### config.mk
export PLATFORM = sky130hd
export DESIGN_NAME = cm0_dap_cdc_send_ctl
export DESIGN_NICKNAME = d
export VERILOG_FILES = /design/src/rtl/cm0_dap_cdc_send_ctl.sv
export SDC_FILE = /design/constraint.sdc
export NUM_CORES = 1
export LEC_CHECK = 0
export BUFFER_PORTS_ARGS = -buffer_cell sky130_fd_sc_hd__buf_2
export CAP_MARGIN = 10
export CORE_ASPECT_RATIO = 0.8
export CORE_MARGIN = 3
export CORE_UTILIZATION = 49
export DETAILED_ROUTE_END_ITERATION = 10
export PLACE_DENSITY = 0.91
export SLEW_MARGIN = 20
export SYNTH_ARGS = -nofsm -noshare
export SYNTH_HDL_FRONTEND = slang
export SYNTH_SLANG_ARGS = --single-unit
### constraint.sdc
create_clock -name DCLK -period 2.25 [get_ports DCLK]
set_input_delay 0.225 -clock DCLK [delete_from_list [all_inputs] [get_ports DCLK]]
set_output_delay 0.225 -clock DCLK [all_outputs]
set_load 0.1 [all_outputs]
### src/rtl/cm0_dap_cdc_send_ctl.sv
// cm0_dap_cdc_send_ctl: sender-side 4-phase REQ/ACK sequencer driving a glitch-free CDC data mask
module cm0_dap_cdc_send_ctl #(
  parameter int PRESENT     = 1,
  parameter int SYNC_STAGES = 2
) (
  input  logic        DCLK,
  input  logic        DRESET,
  input  logic [31:0] WDATA,
  input  logic        WVALID,
  output logic        WREADY,
  output logic [31:0] CDCDATA,
  output logic        CDCMASKn,
  output logic        CDCREQ,
  input  logic        CDCACK,
  output logic        BUSY
);
  if (PRESENT != 0) begin : g_on
    // bit 3 is the mask enable and bit 2 the request, so both leave the block straight from a flop
    typedef enum logic [3:0] {
      IDLE = 4'b0000,
      LOAD = 4'b0001,
      OPEN = 4'b1000,
      REQ  = 4'b1100,
      RTZ  = 4'b0010
    } state_t;
    state_t state, state_nxt;
    logic [SYNC_STAGES-1:0] ack_q;
    logic [31:0] data_q;
    logic ack_s;
    assign ack_s = ack_q[SYNC_STAGES-1];
    always_ff @(posedge DCLK) begin
      if (DRESET) begin
        state  <= IDLE;
        ack_q  <= '0;
        data_q <= '0;
      end else begin
        state <= state_nxt;
        ack_q <= {ack_q[SYNC_STAGES-2:0], CDCACK};
        if (WVALID && state == IDLE) data_q <= WDATA;
      end
    end
    always_comb begin
      state_nxt = IDLE;
      case (state)
        IDLE:    state_nxt = WVALID ? LOAD : IDLE;
        LOAD:    state_nxt = OPEN;
        OPEN:    state_nxt = REQ;
        REQ:     state_nxt = ack_s ? RTZ : REQ;
        RTZ:     state_nxt = ack_s ? RTZ : IDLE;
        default: state_nxt = IDLE;
      endcase
    end
    assign WREADY   = state == IDLE;
    assign BUSY     = state != IDLE;
    assign CDCDATA  = data_q;
    assign CDCMASKn = state[3];
    assign CDCREQ   = state[2];
  end else begin : g_off
    assign WREADY   = 1'b1;
    assign BUSY     = 1'b0;
    assign CDCDATA  = '0;
    assign CDCMASKn = 1'b0;
    assign CDCREQ   = 1'b0;
  end
endmodule

==> reports/summary.txt, run 1 <==
N_diodes = 0
Critical path origin = g_on.state[0]
PwrDens = 900 nW/um^2
Clk_skew = 0.00459 ns
Worst flop-to-flop path startpoint = g_on.state[0]
Setup violators final = 0
FMAX = 517 MHz
Core Util, Final = 0.707
TritonRoute pass-1 iters = 4
CP max stage cell = nor4_4
Synth Register Bits = 38
Die Width = 69.8 microns
# nets final = 271
Worst-case clock buffer depth = 2
Setup TNS = 0 ns
Slew headroom = 0.442
Final Hold Viols = 0
Design area = 2080 sq um
Pins Over Slew Limit = 0
Syn. warnings = 0
Top delay family on crit path = simple AND/OR/NAND/NOR gates
HP Start = CDCACK
Worst hold path class = input port to flip-flop
Buffers on Ports = 71
Crit path depth = 3
CTS Buf Count = 5
Max VDD drop = 0.463 mV
Via density = 5.29
Placed Area = 1980 sq um
Resized Gates After CTS = 0
Initial DRC Count = 59
Vias in the first global route = 1339
Dpl cells = 266
Share of layout cells above drive strength 1 = 0.373
Syn Nets = 204
Clk sinks = 38
Synth-to-Final Area Change = 30.2%
Starting Density = 0.543
Final period utilization = 0.859
Critical Path Fanout Max = 9
Largest net degree at the start of global routing = 71
Worst-margin pin slew = 0.837 ns
Routed via count = 1449
# hold bufs at CTS = 0
Reg2reg end = CDCDATA[19]
Crit path cell chain = nor4_4 > clkinvlp_4 > buf_2
CP endpoint kind = output pin
Clock Latency Late Sink = 0.28 ns
Syn Std Cell Area = 1590 sq um
Final ANT Viol Nets = 0
DR WL/cell = 13.5 microns
Non-Filler Instances = 274
Core Rows = 17
Clock slew at reported path FFs = 0.07 ns
DP Wirelength = 2470 microns
Synth cell types = 20
Hold path depth = 2
Buf/Inv on CP = 2
Final WL = 3710 microns
Die Height = 57.0 microns
DIE AREA = 3980 sq um
Initial antenna violation count = 0
Gr usage total = 0.187
Worst hold path endpoint = g_on.ack_q[0]
First-pass GRT wire length = 6020 microns
Grt ovf = 0
Number of H-tree levels = 2
Worst slack, placed = 0.614 ns
Critical path required time = 2.03 ns
Reg2Reg Depth = 4
Status = completed
Pleak = 0.887 nW
Maxcap violations = 0
Fin crit period = 1.93 ns
# IOs = 72
CP peak stage delay = 0.60 ns
Kind of start point of the critical path = flip-flop
Register-to-Register Setup Slack = 0.58 ns
Crit Path Category = flip-flop to output pin
GP Congestion = 0.840
CTS root buf = clkbuf_8
Post-CTS Setup Bufs = 0
Mapped Avg Cell Area = 9.49 sq um
Core ar. = 2940 sq um
Sequential fraction of the synthesis area = 0.477
Setup WS post-layout = 0.316 ns
Worst Path Arrival = 1.71 ns
RSZ-0062 raised after global routing = false
CTS tree = yes
Drt drc = 0
Post-Syn Instances = 168
## stage by stage
step                      total power, mW  hold WS (ns)
after detailed placement             1.42         0.426
after global routing                 1.95         0.141
final                                1.87         0.149
after CTS                            1.88         0.138
after floorplan                      1.29         0.353
after global placement               1.41         0.425
## power by group
part	internal, mW	leakage (nW)	switching [mW]
Sequential	0.725	0.313	0.0308
Clock	0.247	0.0482	0.217
Combinational	0.133	0.525	0.516
## layout by cell type, fill, tap and decap left out, types with 2 or more instances in the layout
master    instances
buf_2            70
clkbuf_8          6
nor3b_1           2
o21ai_1           5
buf_4             6
nand4b_1         32
dfxtp_2           2
o21ai_0          27
dfxtp_1          36
nor2b_1           4
nand2b_1         32
nand2_1           2
## worst reg2reg max path: cells and delay by family, from the launching register on
kind / cells / cell delay [ns]
flops: 1 / 0.36
simple gates: 2 / 0.83
buf+inv: 1 / 0.22
compound gates: 1 / 0.13
## per-layer routing
metal / GRT usage / part of all wire
met2: 0.277 / 0.45
met1: 0.246 / 0.47
met4: 0.0546 / 0.0016
met3: 0.0827 / 0.082
met5: 0 / 0
## state kept, by name, summed over array words and instances (netlist names)
name        cells
CDCDATA        32
g_on.state      4
g_on.ack_q      2
## kinds of logic after synthesis
kind of cell | count (synthesis) | share of synthesized area
DFF | 38 | 0.477
buffers and inverters | 19 | 0.0542
and+or+nand+nor | 77 | 0.361
AOI/OAI and AO/OA | 34 | 0.108
## how the worst max path moves through the flow
stage / end / slack, ns
after global placement: BUSY / 0.68
after detailed placement: CDCDATA[18] / 0.61
after global routing: BUSY / 0.15
final: BUSY / 0.32
after CTS: BUSY / 0.30
after floorplan: BUSY / 0.21
## final cells by class
class / instances / area (sq um)
sequential: 38 / 763
tap: 38 / 47.5
inverter: 2 / 11.3
multi-input combinational: 111 / 747
fill: 224 / 860
timing repair buffer: 77 / 415
clock buffer: 7 / 86.3
clock inverter: 1 / 5.00
## cell usage after synthesis
library cell  number  share of area
dfxtp_1           38           0.48
o21ai_1            5          0.016
buf_2              3         0.0094
clkbuf_1          10          0.024
a31oi_1            1         0.0039
o21ai_0           27          0.085
nand4b_1          32           0.18
nor4_4             1          0.013
a21oi_1            1         0.0031
nor3b_1            2         0.0094
nor4b_1            1         0.0055
nor3_1             1         0.0031
inv_1              2         0.0047
nand2_1            2         0.0047
nor4_1             1         0.0039
nand2b_1          32           0.13
buf_4              3          0.014
and2_1             1         0.0039
buf_1              1         0.0024
nor2b_1            4          0.016
No activity file was read; power rests on OpenSTA's default activity.
==> run 2: changes to the inputs <==
Settings changed: CORE_ASPECT_RATIO 0.8 to 0.9, CTS_CLUSTER_SIZE set to 16.
==> reports/summary.txt, run 2 (same netlist as run 1, synthesis figures left out) <==
Die Width = 66.1 microns (was 69.8 microns)
DP Wirelength = 2660 microns (was 2470 microns)
PwrDens = 845 nW/um^2 (was 900 nW/um^2)
Fin crit period = 1.92 ns (was 1.93 ns)
# hold bufs at CTS = 0 (unchanged)
Resized Gates After CTS = 0 (unchanged)
Grt ovf = 0 (unchanged)
Status = completed (unchanged)
Clock slew at reported path FFs = 0.10 ns (was 0.07 ns)
Crit path cell chain = nor4_4 > buf_4 > buf_2 (was nor4_4 > clkinvlp_4 > buf_2)
Pleak = 0.857 nW (was 0.887 nW)
Placed Area = 1970 sq um (was 1980 sq um)
Routed via count = 1459 (was 1449)
Clock Latency Late Sink = 0.33 ns (was 0.28 ns)
Die Height = 60.1 microns (was 57.0 microns)
Top delay family on crit path = buffers and inverters (was simple AND/OR/NAND/NOR gates)
# IOs = 72 (unchanged)
Largest net degree at the start of global routing = 71 (unchanged)
Worst hold path class = input port to flip-flop (unchanged)
Worst-margin pin slew = 0.788 ns (was 0.837 ns)
Number of H-tree levels = 2 (unchanged)
Max reg flops = 32 (unchanged)
CTS tree = yes (unchanged)
TritonRoute pass-1 iters = 4 (unchanged)
Max VDD drop = 0.474 mV (was 0.463 mV)
Worst slack, placed = 0.671 ns (was 0.614 ns)
CP max stage cell = buf_2 (was nor4_4)
Buffers on Ports = 71 (unchanged)
Drt drc = 0 (unchanged)
RSZ-0062 raised after global routing = false (unchanged)
GP Congestion = 0.645 (was 0.840)
Final Hold Viols = 0 (unchanged)
FMAX = 520 MHz (was 517 MHz)
DR WL/cell = 13.7 microns (was 13.5 microns)
Clk_skew = 0.00476 ns (was 0.00459 ns)
Gr usage total = 0.199 (was 0.187)
Final period utilization = 0.854 (was 0.859)
Crit Path Category = flip-flop to output pin (unchanged)
DIE AREA = 3970 sq um (was 3980 sq um)
Post-CTS Setup Bufs = 0 (unchanged)
Worst Path Arrival = 1.70 ns (was 1.71 ns)
CP peak stage delay = 0.43 ns (was 0.60 ns)
Worst-case clock buffer depth = 2 (unchanged)
Initial DRC Count = 98 (was 59)
Critical path required time = 2.03 ns (about the same)
CTS Buf Count = 5 (unchanged)
Setup TNS = 0 ns (unchanged)
Final ANT Viol Nets = 0 (unchanged)
Core ar. = 2930 sq um (was 2940 sq um)
CTS root buf = clkbuf_4 (was clkbuf_8)
Final WL = 3770 microns (was 3710 microns)
Critical Path Fanout Max = 7 (was 9)
Design area = 2020 sq um (was 2080 sq um)
Vias in the first global route = 1347 (was 1339)
Maxcap violations = 0 (unchanged)
Pins Over Slew Limit = 0 (unchanged)
Buf/Inv on CP = 2 (unchanged)
Share of layout cells above drive strength 1 = 0.366 (was 0.373)
# nets final = 271 (unchanged)
N_diodes = 0 (unchanged)
Kind of start point of the critical path = flip-flop (unchanged)
Core Rows = 18 (was 17)
Slew headroom = 0.475 (was 0.442)
First-pass GRT wire length = 6000 microns (was 6020 microns)
Commonest non-fill, non-tap cells in the layout = 71 x buf_2, 36 x dfxtp_1, 32 x nand2b_1, 32 x nand4b_1, 27 x o21ai_0 (was 70 x buf_2, 36 x dfxtp_1, 32 x nand2b_1, 32 x nand4b_1, 27 x o21ai_0)
CP endpoint kind = output pin (unchanged)
Setup violators final = 0 (unchanged)
Via density = 5.31 (was 5.29)
Setup WS post-layout = 0.328 ns (was 0.316 ns)
Fill cells = 258 (was 224)
Synth-to-Final Area Change = 26.5% (was 30.2%)
Clk sinks = 38 (unchanged)
Most common cell after layout, fill and taps aside = buf_2 (unchanged)
Starting Density = 0.544 (was 0.543)
Initial antenna violation count = 0 (unchanged)
run 2: changes by cell type in the layout (fill, tap and decap cells not counted):
cell,delta
clkbuf_4,+5
buf_2,+1
clkbuf_1,+1
clkinv_2,-1
buf_12,-1
clkbuf_8,-6
run 2: through the flow:
step	power [mW]	std cells	utilization	hold slack, ns
global placement	1.40	268	0.674	0.422
detailed placement	1.41	268	0.674	0.424
finish	1.70	275	0.689	0.100
CTS	1.72	275	0.689	0.0807
floorplan	1.29	168	-	0.353
global route	1.78	275	0.689	0.0785
run 2: cell type report:
type | instances | area (sq um) | area share
flip-flops and latches | 38 | 763 | 0.378
inverters | 2 | 11.3 | 0.00558
well taps | 40 | 50.0 | 0.0248
multi-input cells | 111 | 747 | 0.370
repair buffers | 77 | 400 | 0.199
clock buffers | 7 | 45.0 | 0.0223
run 2: worst reg2reg max path, stage by stage, from the launching register on:
cell and delay (ns):
dfxtp_1 0.37, nor4_4 0.34, and2_1 0.39, buf_4 0.25, o21ai_0 0.12
run 2: where the power goes:
part / leakage (nW) / internal, mW / switching [mW]
Sequential: 0.313 / 0.725 / 0.0313
Combinational: 0.519 / 0.124 / 0.514
Clock: 0.0254 / 0.118 / 0.192
run 2: metal layers:
layer  global-route usage  vias to the layer above  share of wire
li1                     -                      727              -
met1                0.241                      674           0.44
met2                0.341                       54           0.48
met3               0.0639                        4          0.073
met4               0.0522                        0         0.0077
met5                    0                        -              0
run 2: final timing paths:
path	endpoint	slack, ns	from	depth (start not counted)
setup / recovery	WREADY	0.33	g_on.state[0]	3
hold / removal	g_on.ack_q[0]	0.10	CDCACK	2
setup reg to reg	CDCDATA[15]	0.67	g_on.state[0]	4
hold reg to reg	g_on.ack_q[1]	0.44	g_on.ack_q[0]	1
==> run 3: changes to the inputs <==
Settings changed: BUFFER_PORTS_ARGS -buffer_cell sky130_fd_sc_hd__buf_2 to unset, CORE_UTILIZATION 49 to 61, DONT_BUFFER_PORTS set to 1, PLACE_DENSITY 0.91 to 0.85.
Clock period 2.25 ns to 1.8 ns, I/O delays scaled along.
==> reports/summary.txt, run 3 (same netlist as run 1, synthesis figures left out) <==
Register-to-Register Setup Slack = 0.04 ns (was 0.67 ns)
DIE AREA = 3260 sq um (was 3970 sq um)
PwrDens = 1080 nW/um^2 (was 845 nW/um^2)
Via density = 6.21 (was 5.31)
Worst-case clock buffer depth = 2 (unchanged)
Final WL = 4640 microns (was 3770 microns)
Core Rows = 16 (was 18)
Hold WS = -0.0123 ns (was 0.100 ns)
Critical path required time = 2.09 ns (was 2.03 ns)
Initial DRC Count = 92 (was 98)
HP Start = WDATA[4] (was CDCACK)
CP max stage cell = dlygate4sd3_1 (was buf_2)
Reg2reg end = CDCDATA[28] (was CDCDATA[15])
Die Width = 59.9 microns (was 66.1 microns)
Gr usage total = 0.241 (was 0.199)
GP Congestion = 0.743 (was 0.645)
Largest net degree at the start of global routing = 66 (was 71)
Worst hold path endpoint = CDCDATA[4] (was g_on.ack_q[0])
Starting Density = 0.686 (was 0.544)
Buffers on Ports = 0 (was 71)
Worst-margin pin slew = 0.328 ns (was 0.788 ns)
Pleak = 0.797 nW (was 0.857 nW)
Maxcap violations = 0 (unchanged)
Clk sinks = 38 (unchanged)
Net switching power = 0.958 mW (was 0.737 mW)
Die Height = 54.5 microns (was 60.1 microns)
Buf/Inv on CP = 2 (unchanged)
Synth-to-Final Area Change = 30.8% (was 26.5%)
Power share of the clock group = 0.186 (was 0.182)
Initial antenna violation count = 0 (unchanged)
Routed via count = 1491 (was 1459)
Worst Path Arrival = 2.05 ns (was 1.70 ns)
Dpl cells = 218 (was 268)
Kind of start point of the critical path = flip-flop (unchanged)
DP Wirelength = 2470 microns (was 2660 microns)
CTS root buf = clkbuf_4 (unchanged)
FMAX = 568 MHz
Critical Path Fanout Max = 10 (was 7)
Share of layout cells above drive strength 1 = 0.268 (was 0.366)
Number of H-tree levels = 2 (unchanged)
Slew headroom = 0.781 (was 0.475)
Clk_skew = 0.00702 ns (was 0.00476 ns)
Final ANT Viol Nets = 0 (unchanged)
Worst flop-to-flop path startpoint = g_on.state[2] (was g_on.state[0])
Failing checks = hold timing
CTS tree = yes (unchanged)
Non-Filler Instances = 240 (was 275)
Hold path depth = 2 (unchanged)
Grt ovf = 0 (unchanged)
Top delay family on crit path = buffers and inverters (unchanged)
Reg2Reg Depth = 5 (was 4)
Final Hold Viols = 6 (was 0)
DR WL/cell = 19.3 microns (was 13.7 microns)
Crit path cell chain = nor4_4 > buf_6 > nand4b_1 > dlygate4sd3_1 > o21ai_1 (was nor4_4 > buf_4 > buf_2)
Worst hold path class = input port to flip-flop (unchanged)
Logic gate share of total power = 0.400 (was 0.374)
Commonest non-fill, non-tap cells in the layout = 43 x buf_4, 36 x dfxtp_1, 32 x nand2b_1, 32 x nand4b_1, 27 x o21ai_0 (was 71 x buf_2, 36 x dfxtp_1, 32 x nand2b_1, 32 x nand4b_1, 27 x o21ai_0)
Max reg flops = 32 (unchanged)
CP peak stage delay = 0.57 ns (was 0.43 ns)
Switching part of the total = 0.425 (was 0.433)
Pins Over Slew Limit = 0 (unchanged)
P_int = 1.29 mW (was 0.966 mW)
TritonRoute pass-1 iters = 4 (unchanged)
# nets final = 249 (was 271)
Max VDD drop = 0.952 mV (was 0.474 mV)
CTS Buf Count = 5 (unchanged)
Setup violators final = 0 (unchanged)
Most common cell after layout, fill and taps aside = buf_4 (was buf_2)
CP endpoint kind = flip-flop (was output pin)
Core ar. = 2320 sq um (was 2930 sq um)
N_diodes = 0 (unchanged)
Crit Path Category = flip-flop to flip-flop (was flip-flop to output pin)
Fin crit period = 1.76 ns
Sequential power share = 0.414 (was 0.444)
Clock slew at reported path FFs = 0.11 ns (was 0.10 ns)
First-pass GRT wire length = 5700 microns (was 6000 microns)
# IOs = 72 (unchanged)
Fill cells = 120 (was 258)
Final period utilization = 0.978
Clock Latency Late Sink = 0.35 ns (was 0.33 ns)
Status = finished with violations (was completed)
Vias in the first global route = 1191 (was 1347)
Drt drc = 0 (unchanged)
[run 3: cell types whose count changed in the layout (fill, tap and decap cells not counted), sizes merged]
| cell | previous run | this run |
|---|---|---|
| buf | 77 | 48 |
| dlygate4sd3 | 0 | 7 |
[run 3: timing repair]
item	in CTS	in global routing
pin swaps	0	1
endpoints found under the hold margin	7	2
gates resized for setup	1	1
buffers inserted	0	8
endpoints found under the setup margin	1	2
hold buffers	4	3
[run 3: worst max-delay path by stage]
stage | startpoint | end | slack [ns] | cells past startpoint
detailed placement | g_on.state[1] | BUSY | 0.35 | 4
CTS | g_on.state[1] | BUSY | 0.02 | 4
global route | g_on.state[2] | CDCDATA[28] | -0.01 | 5
global placement | g_on.state[1] | BUSY | 0.38 | 4
finish | g_on.state[2] | CDCDATA[28] | 0.04 | 5
floorplan | g_on.state[2] | BUSY | 0.007 | 3
[run 3: cell type report]
type                    instances  area, sq um  share of cell area
clock buffers                   7         45.0              0.0216
repair buffers                 55          483               0.232
flip-flops and latches         38          766               0.367
inverters                       2         11.3             0.00540
well taps                      27         33.8              0.0162
multi-input cells             111          747               0.358
[run 3: worst register-to-register path, delay by kind of cell (launching register included)]
| family | cells | cell delay, ns |
|---|---|---|
| buffers and inverters | 2 | 0.77 |
| AND/OR/NAND/NOR | 2 | 0.46 |
| flip-flops | 1 | 0.37 |
| AO/OA/AOI/OAI | 1 | 0.09 |
[run 3: metal layers]
layer / global-route usage / share of wire / up-vias
li1: - / - / 683
met1: 0.259 / 0.39 / 730
met2: 0.419 / 0.50 / 64
met3: 0.101 / 0.080 / 14
met4: 0.0959 / 0.026 / 0
met5: 0 / 0 / -
[run 3: power groups by stage]
stage | registers (mW) | logic, mW | clock network, mW
6_report | 0.933 | 0.901 | 0.420
3_3_place_gp | 0.946 | 0.800 | 0
5_1_grt | 0.938 | 0.927 | 0.451
3_5_place_dp | 0.948 | 0.813 | 0
4_1_cts | 0.930 | 0.826 | 0.400
2_1_floorplan | 1.39 | 0.230 | 0
[run 3: through the flow]
stage	utilization	TNS (ns)	cell area (sq um)	power, mW	setup slack, ns
6_report	0.898	0	2090	2.25	0.0398
5_1_grt	0.898	-0.0205	2090	2.32	-0.0104
4_1_cts	0.852	0	1980	2.16	0.0244
3_5_place_dp	0.814	0	1890	1.76	0.347
3_3_place_gp	0.814	0	1890	1.75	0.377
2_1_floorplan	-	0	1620	1.62	0.00718
